### src/rtl/udp_rx_pkg.sv
// Shared types and constants for the UDP-payload video unpacker.
package udp_rx_pkg;

  typedef enum logic [1:0] {
    HUNT = 2'd0,
    PIX  = 2'd1,
    TAIL = 2'd2
  } rx_state_t;

  localparam logic [31:0] DEF_FRAME_HEAD = 32'hF3ED7A93;
  localparam logic [31:0] DEF_FRAME_TAIL = 32'hF3ED7A94;

  function automatic int clog2_min1(input int n);
    return (n <= 2) ? 1 : $clog2(n);
  endfunction

endpackage

### src/rtl/udp_pix_pack.sv
// Packs PIX_BYTES payload bytes big-endian into one pixel; pix_valid is combinational on the last byte.
module udp_pix_pack #(
  parameter int PIX_BYTES = 2,
  parameter int DATA_W    = 8 * PIX_BYTES
) (
  input  logic              clk,
  input  logic              rstn,
  input  logic              clr,
  input  logic              byte_vld,
  input  logic [7:0]        byte_data,
  output logic [DATA_W-1:0] pix_data,
  output logic              pix_valid
);

  localparam logic [1:0] CNT_LAST = 2'(PIX_BYTES - 1);

  logic [1:0] cnt;

  assign pix_valid = byte_vld && (cnt == CNT_LAST);

  always_ff @(posedge clk) begin
    if (!rstn || clr)  cnt <= 2'd0;
    else if (byte_vld) cnt <= pix_valid ? 2'd0 : cnt + 2'd1;
  end

  generate
    if (PIX_BYTES == 1) begin : g_one
      assign pix_data = byte_data;
    end else begin : g_multi
      // Stale bytes left by a dropped pixel are shifted out before the next pixel completes.
      logic [DATA_W-9:0] sr;
      always_ff @(posedge clk) begin
        if (byte_vld) sr <= pix_data[DATA_W-9:0];
      end
      assign pix_data = {sr, byte_data};
    end
  endgenerate

endmodule

### src/rtl/udp_rx_vid_unpack.sv
// UDP payload to video unpacker: head hunt, pixel packing, geometry flags, tail check.
// Optional stall timeout enabled by defining UDP_RX_VID_TIMEOUT_EN.
module udp_rx_vid_unpack
  import udp_rx_pkg::*;
#(
  parameter int          PIX_BYTES   = 2,
  parameter int          H_ACTIVE    = 640,
  parameter int          V_ACTIVE    = 480,
  parameter logic [31:0] FRAME_HEAD  = DEF_FRAME_HEAD,
  parameter logic [31:0] FRAME_TAIL  = DEF_FRAME_TAIL,
  parameter int          TIMEOUT_CYC = 1024
) (
  input  logic                   app_rx_clk,
  input  logic                   rstn,
  input  logic                   app_rx_data_valid,
  input  logic [7:0]             app_rx_data,
  output logic                   vid_clk,
  output logic                   vid_vs,
  output logic                   vid_de,
  output logic                   vid_eol,
  output logic [8*PIX_BYTES-1:0] vid_data,
  output logic                   frame_ok,
  output logic                   frame_err
);

  localparam int DATA_W = 8 * PIX_BYTES;
  localparam int COL_W  = clog2_min1(H_ACTIVE);
  localparam int ROW_W  = clog2_min1(V_ACTIVE);
  localparam logic [COL_W-1:0] COL_LAST = COL_W'(H_ACTIVE - 1);
  localparam logic [ROW_W-1:0] ROW_LAST = ROW_W'(V_ACTIVE - 1);

  rx_state_t         state_q, state_d;
  // Only the three newest bytes are stored; the fourth is the live input byte.
  logic [23:0]       hdr_q, hdr_d;
  logic [31:0]       hdr_next;
  logic [COL_W-1:0]  col_q, col_d;
  logic [ROW_W-1:0]  row_q, row_d;
  logic [1:0]        tail_cnt_q, tail_cnt_d;
  logic              vs_d, de_d, eol_d, ok_d, err_d;
  logic [DATA_W-1:0] data_d;
  logic [DATA_W-1:0] pix_data;
  logic              pix_valid;
  logic              timeout_hit;

  assign vid_clk  = app_rx_clk;
  assign hdr_next = {hdr_q, app_rx_data};

  udp_pix_pack #(.PIX_BYTES(PIX_BYTES), .DATA_W(DATA_W)) u_pack (
    .clk       (app_rx_clk),
    .rstn      (rstn),
    .clr       ((state_q != PIX) || timeout_hit),
    .byte_vld  (app_rx_data_valid && (state_q == PIX)),
    .byte_data (app_rx_data),
    .pix_data  (pix_data),
    .pix_valid (pix_valid)
  );

`ifdef UDP_RX_VID_TIMEOUT_EN
  localparam int STALL_W = $clog2(TIMEOUT_CYC + 1);
  logic [STALL_W-1:0] stall_q;

  assign timeout_hit = (state_q != HUNT) && !app_rx_data_valid &&
                       (stall_q == STALL_W'(TIMEOUT_CYC - 1));

  always_ff @(posedge app_rx_clk) begin
    if (!rstn || app_rx_data_valid || (state_q == HUNT) || timeout_hit) stall_q <= '0;
    else                                                              stall_q <= stall_q + 1'b1;
  end
`else
  logic unused_timeout;
  assign timeout_hit    = 1'b0;
  assign unused_timeout = (TIMEOUT_CYC == 0);
`endif

  always_comb begin
    state_d    = state_q;
    hdr_d      = hdr_q;
    col_d      = col_q;
    row_d      = row_q;
    tail_cnt_d = tail_cnt_q;
    vs_d       = 1'b0;
    de_d       = 1'b0;
    eol_d      = 1'b0;
    data_d     = '0;
    ok_d       = 1'b0;
    err_d      = 1'b0;
    case (state_q)
      HUNT: begin
        if (app_rx_data_valid) begin
          hdr_d = hdr_next[23:0];
          if (hdr_next == FRAME_HEAD) begin
            state_d = PIX;
            vs_d    = 1'b1;
            col_d   = '0;
            row_d   = '0;
          end
        end
      end
      PIX: begin
        if (pix_valid) begin
          de_d   = 1'b1;
          data_d = pix_data;
          if (col_q == COL_LAST) begin
            col_d = '0;
            eol_d = 1'b1;
            if (row_q == ROW_LAST) begin
              state_d    = TAIL;
              hdr_d      = '0;
              tail_cnt_d = 2'd0;
              row_d      = '0;
            end else begin
              row_d = row_q + 1'b1;
            end
          end else begin
            col_d = col_q + 1'b1;
          end
        end
      end
      TAIL: begin
        if (app_rx_data_valid) begin
          hdr_d      = hdr_next[23:0];
          tail_cnt_d = tail_cnt_q + 2'd1;
          if (tail_cnt_q == 2'd3) begin
            // Clearing hdr stops tail bytes from ever completing a head.
            state_d    = HUNT;
            hdr_d      = '0;
            tail_cnt_d = 2'd0;
            ok_d       = (hdr_next == FRAME_TAIL);
            err_d      = (hdr_next != FRAME_TAIL);
          end
        end
      end
      default: state_d = HUNT;
    endcase
    if (timeout_hit) begin
      state_d    = HUNT;
      hdr_d      = '0;
      tail_cnt_d = 2'd0;
      err_d      = 1'b1;
    end
  end

  always_ff @(posedge app_rx_clk) begin
    if (!rstn) begin
      state_q    <= HUNT;
      hdr_q      <= '0;
      col_q      <= '0;
      row_q      <= '0;
      tail_cnt_q <= 2'd0;
      vid_vs     <= 1'b0;
      vid_de     <= 1'b0;
      vid_eol    <= 1'b0;
      vid_data   <= '0;
      frame_ok   <= 1'b0;
      frame_err  <= 1'b0;
    end else begin
      state_q    <= state_d;
      hdr_q      <= hdr_d;
      col_q      <= col_d;
      row_q      <= row_d;
      tail_cnt_q <= tail_cnt_d;
      vid_vs     <= vs_d;
      vid_de     <= de_d;
      vid_eol    <= eol_d;
      vid_data   <= data_d;
      frame_ok   <= ok_d;
      frame_err  <= err_d;
    end
  end

endmodule

### config.mk
export PLATFORM = sky130hd
export DESIGN_NAME = udp_rx_vid_unpack
export DESIGN_NICKNAME = d
export VERILOG_FILES = /design/src/rtl/udp_rx_pkg.sv /design/src/rtl/udp_pix_pack.sv /design/src/rtl/udp_rx_vid_unpack.sv
export SDC_FILE = /design/constraint.sdc
export NUM_CORES = 1
export LEC_CHECK = 0
export BUFFER_PORTS_ARGS = -buffer_cell sky130_fd_sc_hd__buf_4
export CORE_MARGIN = 1.5
export CORE_UTILIZATION = 55
export DETAILED_ROUTE_END_ITERATION = 16
export GPL_ROUTABILITY_DRIVEN = 0
export GPL_TIMING_DRIVEN = 0
export PLACE_DENSITY_LB_ADDON = 0.05
export SYNTH_ARGS = -nofsm -noshare
export SYNTH_HDL_FRONTEND = slang
export SYNTH_SLANG_ARGS = --single-unit
### constraint.sdc
create_clock -name app_rx_clk -period 2.8 [get_ports app_rx_clk]
set_clock_uncertainty 0.2 [all_clocks]
set_input_delay 0.28 -clock app_rx_clk [delete_from_list [all_inputs] [get_ports app_rx_clk]]
set_output_delay 0.28 -clock app_rx_clk [all_outputs]
set_load 0.02 [all_outputs]
# Word level (Yosys, flattened, before mapping)
# Index checks and enable logic that the tools add are counted.
# totals
reg_bits,78
inputBits,11
# classes
n_addsub,4
n_eq_ne,17
mux,36
reduce_logical,17
# op_table
cell,n
two-way mux 24 bit,6
case mux 24 bit (3 select lines),1
== test 32 bit (second input constant),2
two-way mux 9 bit,5
two-way mux 10 bit,4
inequality test 32 bit (second input constant),1
two-way mux 2 bit,13
case mux 10 bit (2 select lines),1
case mux 9 bit (2 select lines),1
adder 10 x 1 -> 10 bit (second input constant),1
== test 10 bit (second input constant),1
AND reduction 5 bit,2
adder 9 x 1 -> 9 bit (second input constant),1
== test 9 bit (second input constant),1
inequality test 2 x 1 -> 1 bit (second input constant),4
inequality test 2 bit (second input constant),4
AND reduction 4 bit,2
AND reduction 7 bit,1
case mux 2 bit (3 select lines),1
AND reduction 3 bit,2
AND reduction 6 bit,1
adder 2 x 1 -> 2 bit (second input constant),2
== test 2 x 1 -> 1 bit (second input constant),2
== test 2 bit (second input constant),2
9 further kinds,13

# Longest topological paths before layout
# logic_depth
word_depth,5
mapped_depth,8
mapped_depth_nobuf,7

# Hierarchy
# From an unflattened synthesis, not the netlist that was laid out.
# hier_totals
hier_cells,377
area_unflattened_um2,3485.8
# modules_own_cells
module,instances,cells_per_inst,area_per_inst_um2,seq_area_each_um2
udp_rx_vid_unpack,1,354,3106.7,1361.3
udp_pix_pack,1,23,379.1,280.3

==> metrics.txt <==
outcome=finished clean; post-synthesis simple-gate area fraction=24.65%; GR Overflow Total=0; largest family of logic cells by synthesized area=simple AND/OR/NAND/NOR gates; number of global-route vias before repair=2799; unrepaired setup endpoints after global routing=false; I/O Buffers=30; r2r startpoint=col_q[1]; CTS tree=done; num rows=28; DRC errors left=0; Worst Hold Margin=0.02847 ns; final net count=460; Detailed Route Iter0 Violations=276; Critical Path AT=2.86 ns; die area=6789 um^2; mux cell area share after synthesis=0.8661%; Post-Syn Instances=389; global-route wire length before repair=13830 um; Mean Syn Cell Area=8.913 um^2; overall power=2.198 mW; post-synthesis compound-gate area fraction=20.03%; Final Hold Vio Count=0; hold depth=2; Crit Path Class=reg -> reg; CP max FO=10; Area Overhead vs Synth=18.98%; post-DR vias/cell=6.161; Post-synth EDFFs=8; total track usage=27.53%; warnings from Yosys=0; Clock Pin Slew Worst Setup and Hold Paths=0.09 ns; hold wc startpoint=app_rx_data_valid; Power Dens Cells=532.9 nW/um^2; Die Y=82.40 um; Main synth FF type=dfxtp_1; Worst R2R Setup Slack=0.13 ns; Post-Synthesis Cell Area=3467 um^2; worst endpoint required time=2.99 ns; Synth cell types=53; Post-DRT Antenna Nets=0; fraction of layout instances using a drive strength above 1=15.44%; WHS Endpoint=u_pack.cnt[1]; DRT Wirelength=8607 um; fill cell count=481; Initial Util=57.87%; Reg2Reg Depth=8; synthesis-stage register bit count=78; initial antenna violation count=0; slew margin rel.=55.26%; Startpoint Class=register; Synth Area in XOR/XNOR=0.2526%; Leak=1.442 nW; clk_lat worst skew=0.46 ns; Final Cycle Share=95.40%; CP endpoint kind=register; Max-Cap Viols=0; Final Slew Violations=0; ys async rst share=0%; final setup fails=0; largest net degree at the start of global routing=17; crit path time final=2.671 ns; sequential area share after synthesis=47.35%; peak supply drop=0.0004547 V; post-synthesis adder-cell area fraction=2.526%; vias=3216; ANT cells=0; worst hold path class=in -> reg; reg2reg end=tail_cnt_q[1]; Detail Placement HPWL=5717 um; Core ar.=5991 um^2; number of I/O pins=33; Seq. cell area=1643 um^2; DR WL/cell=16.49 um; Horiz. Die Dim=82.40 um; Multi-input gate area=1697 um^2; fmax=374.4 MHz; slew at the pin closest to its max-slew limit=0.6686 ns; drt first pass iters=5; syn nets=407
==> critical path: stages (launching register included) <==
cell and delay [ns]:
dfxtp_1 0.39, ha_2 0.24, nand4_1 0.14, or3_1 0.36, buf_2 0.20, o41a_1 0.39
buf_6 0.16, or3_1 0.36, a21oi_1 0.14
==> kinds of logic (layout without fill, tap and decap cells) <==
kind of cell               count (synthesis)  in the layout
adders and majority gates                  7              7
muxes                                      3              3
DFF                                       78             78
and+or+nand+nor                          149            149
AOI/OAI and AO/OA                        115            115
buffers and inverters                     36             94
xor gates and xnor gates                   1              1
==> synth_stat cells, types with 3 or more instances <==
library cell / instances / share of area (%)
buf_2: 3 / 0.43
nor3_1: 9 / 1.3
edfxtp_1: 8 / 6.9
or3_1: 4 / 0.72
o31ai_1: 5 / 1.1
nand2b_1: 3 / 0.54
a31oi_1: 3 / 0.54
nand4b_1: 4 / 1.0
and2_1: 18 / 3.2
nor2_1: 15 / 1.6
and3_1: 4 / 0.72
o221a_2: 3 / 0.97
nor4_1: 4 / 0.72
nand3_1: 9 / 1.3
o22ai_1: 4 / 0.72
inv_1: 7 / 0.76
nor3b_1: 3 / 0.65
nand4_1: 37 / 6.7
mux2i_1: 3 / 0.87
dfxtp_1: 70 / 40
o211ai_1: 5 / 1.1
nand3b_1: 4 / 0.87
a21oi_1: 43 / 6.2
clkbuf_1: 21 / 2.3
nand2_1: 24 / 2.6
o21ai_0: 37 / 5.3
ha_1: 7 / 2.5
==> cells in the final DEF (no fill, tap or decap), types with 3 or more instances in the layout <==
cell type and count:
clkbuf_8 12, inv_1 7, dlygate4sd3_1 8, nor2_1 14
nand4b_1 4, dfxtp_1 69, buf_2 4, or3_1 4
o221a_2 3, edfxtp_1 8, o21ai_0 37, a31oi_1 3
nand2b_1 3, ha_1 6, a21oi_1 43, mux2i_1 3
clkbuf_1 19, nand2_1 24, and3_1 4, o22ai_1 4
nor3b_1 3, nor4_1 4, nor3_1 9, buf_4 32
inv_6 3, o31ai_1 4, nand4_1 37, and2_1 18
nand3_1 9, nand3b_1 4, o211ai_1 5
==> worst max path at each step <==
| stage | start | end | cells after the start |
|---|---|---|---|
| after floorplan | col_q[0] | tail_cnt_q[1] | 8 |
| after CTS | col_q[0] | tail_cnt_q[1] | 8 |
| final | col_q[1] | tail_cnt_q[1] | 8 |
| after detailed placement | col_q[0] | hdr_q[9] | 8 |
| after global placement | col_q[0] | hdr_q[21] | 8 |
| after global routing | col_q[1] | tail_cnt_q[1] | 8 |
==> sequential cells by signal (all words and copies together) (netlist names) <==
register and count:
hdr_q 24, vid_data 16, col_q 10, row_q 9
u_pack.g_multi.sr 8, state_q 2, tail_cnt_q 2, u_pack.cnt 2
frame_err 1, frame_ok 1, vid_de 1, vid_eol 1
vid_vs 1
==> routing by layer <==
layer	routed length [um]	GRT usage, %	part of all wire [%]
met3	551	5.934	6.4
met2	3835	39.76	45
met5	0	0	0
met4	158	14.24	1.8
met1	4062	38.38	47
==> timing repair <==
| item | CTS | global route |
|---|---|---|
| pin swaps | 1 | 2 |
| resized for setup | 1 | 9 |
| endpoints found under the hold margin | 24 | 0 |
| endpoints found under the setup margin | 24 | 42 |
| setup buffers | 1 | 0 |
| hold buffers | 8 | 0 |
==> stage by stage <==
| step | worst slack [ns] | TNS, ns | utilization (%) | instances | instance area, um^2 |
|---|---|---|---|---|---|
| 2_1_floorplan | 0.1801 | 0 | - | 389 | 3467 |
| 3_3_place_gp | -0.1739 | -3.116 | 63.20 | 494 | 3786 |
| 3_5_place_dp | -0.1353 | -2.224 | 63.20 | 494 | 3786 |
| 4_1_cts | 0.01400 | 0 | 68.63 | 522 | 4111 |
| 5_1_grt | 0.007885 | 0 | 68.86 | 522 | 4125 |
| 6_report | 0.1287 | 0 | 68.86 | 522 | 4125 |
==> cell type report <==
cell class | instances | share of cell area [%]
clock inverters | 7 | 1.486
plain buffers | 28 | 2.972
inverters | 8 | 0.7279
flip-flops and latches | 78 | 39.82
clock buffers | 13 | 4.186
multi-input cells | 275 | 41.13
well taps | 75 | 2.275
repair buffers | 38 | 7.401
==> power by group <==
group          internal [mW]  switching, mW
sequential              1.14        0.00941
combinational         0.0311         0.0482
clock                  0.464          0.508
total                   1.63          0.565
No activity file was read; power rests on OpenSTA's default activity.
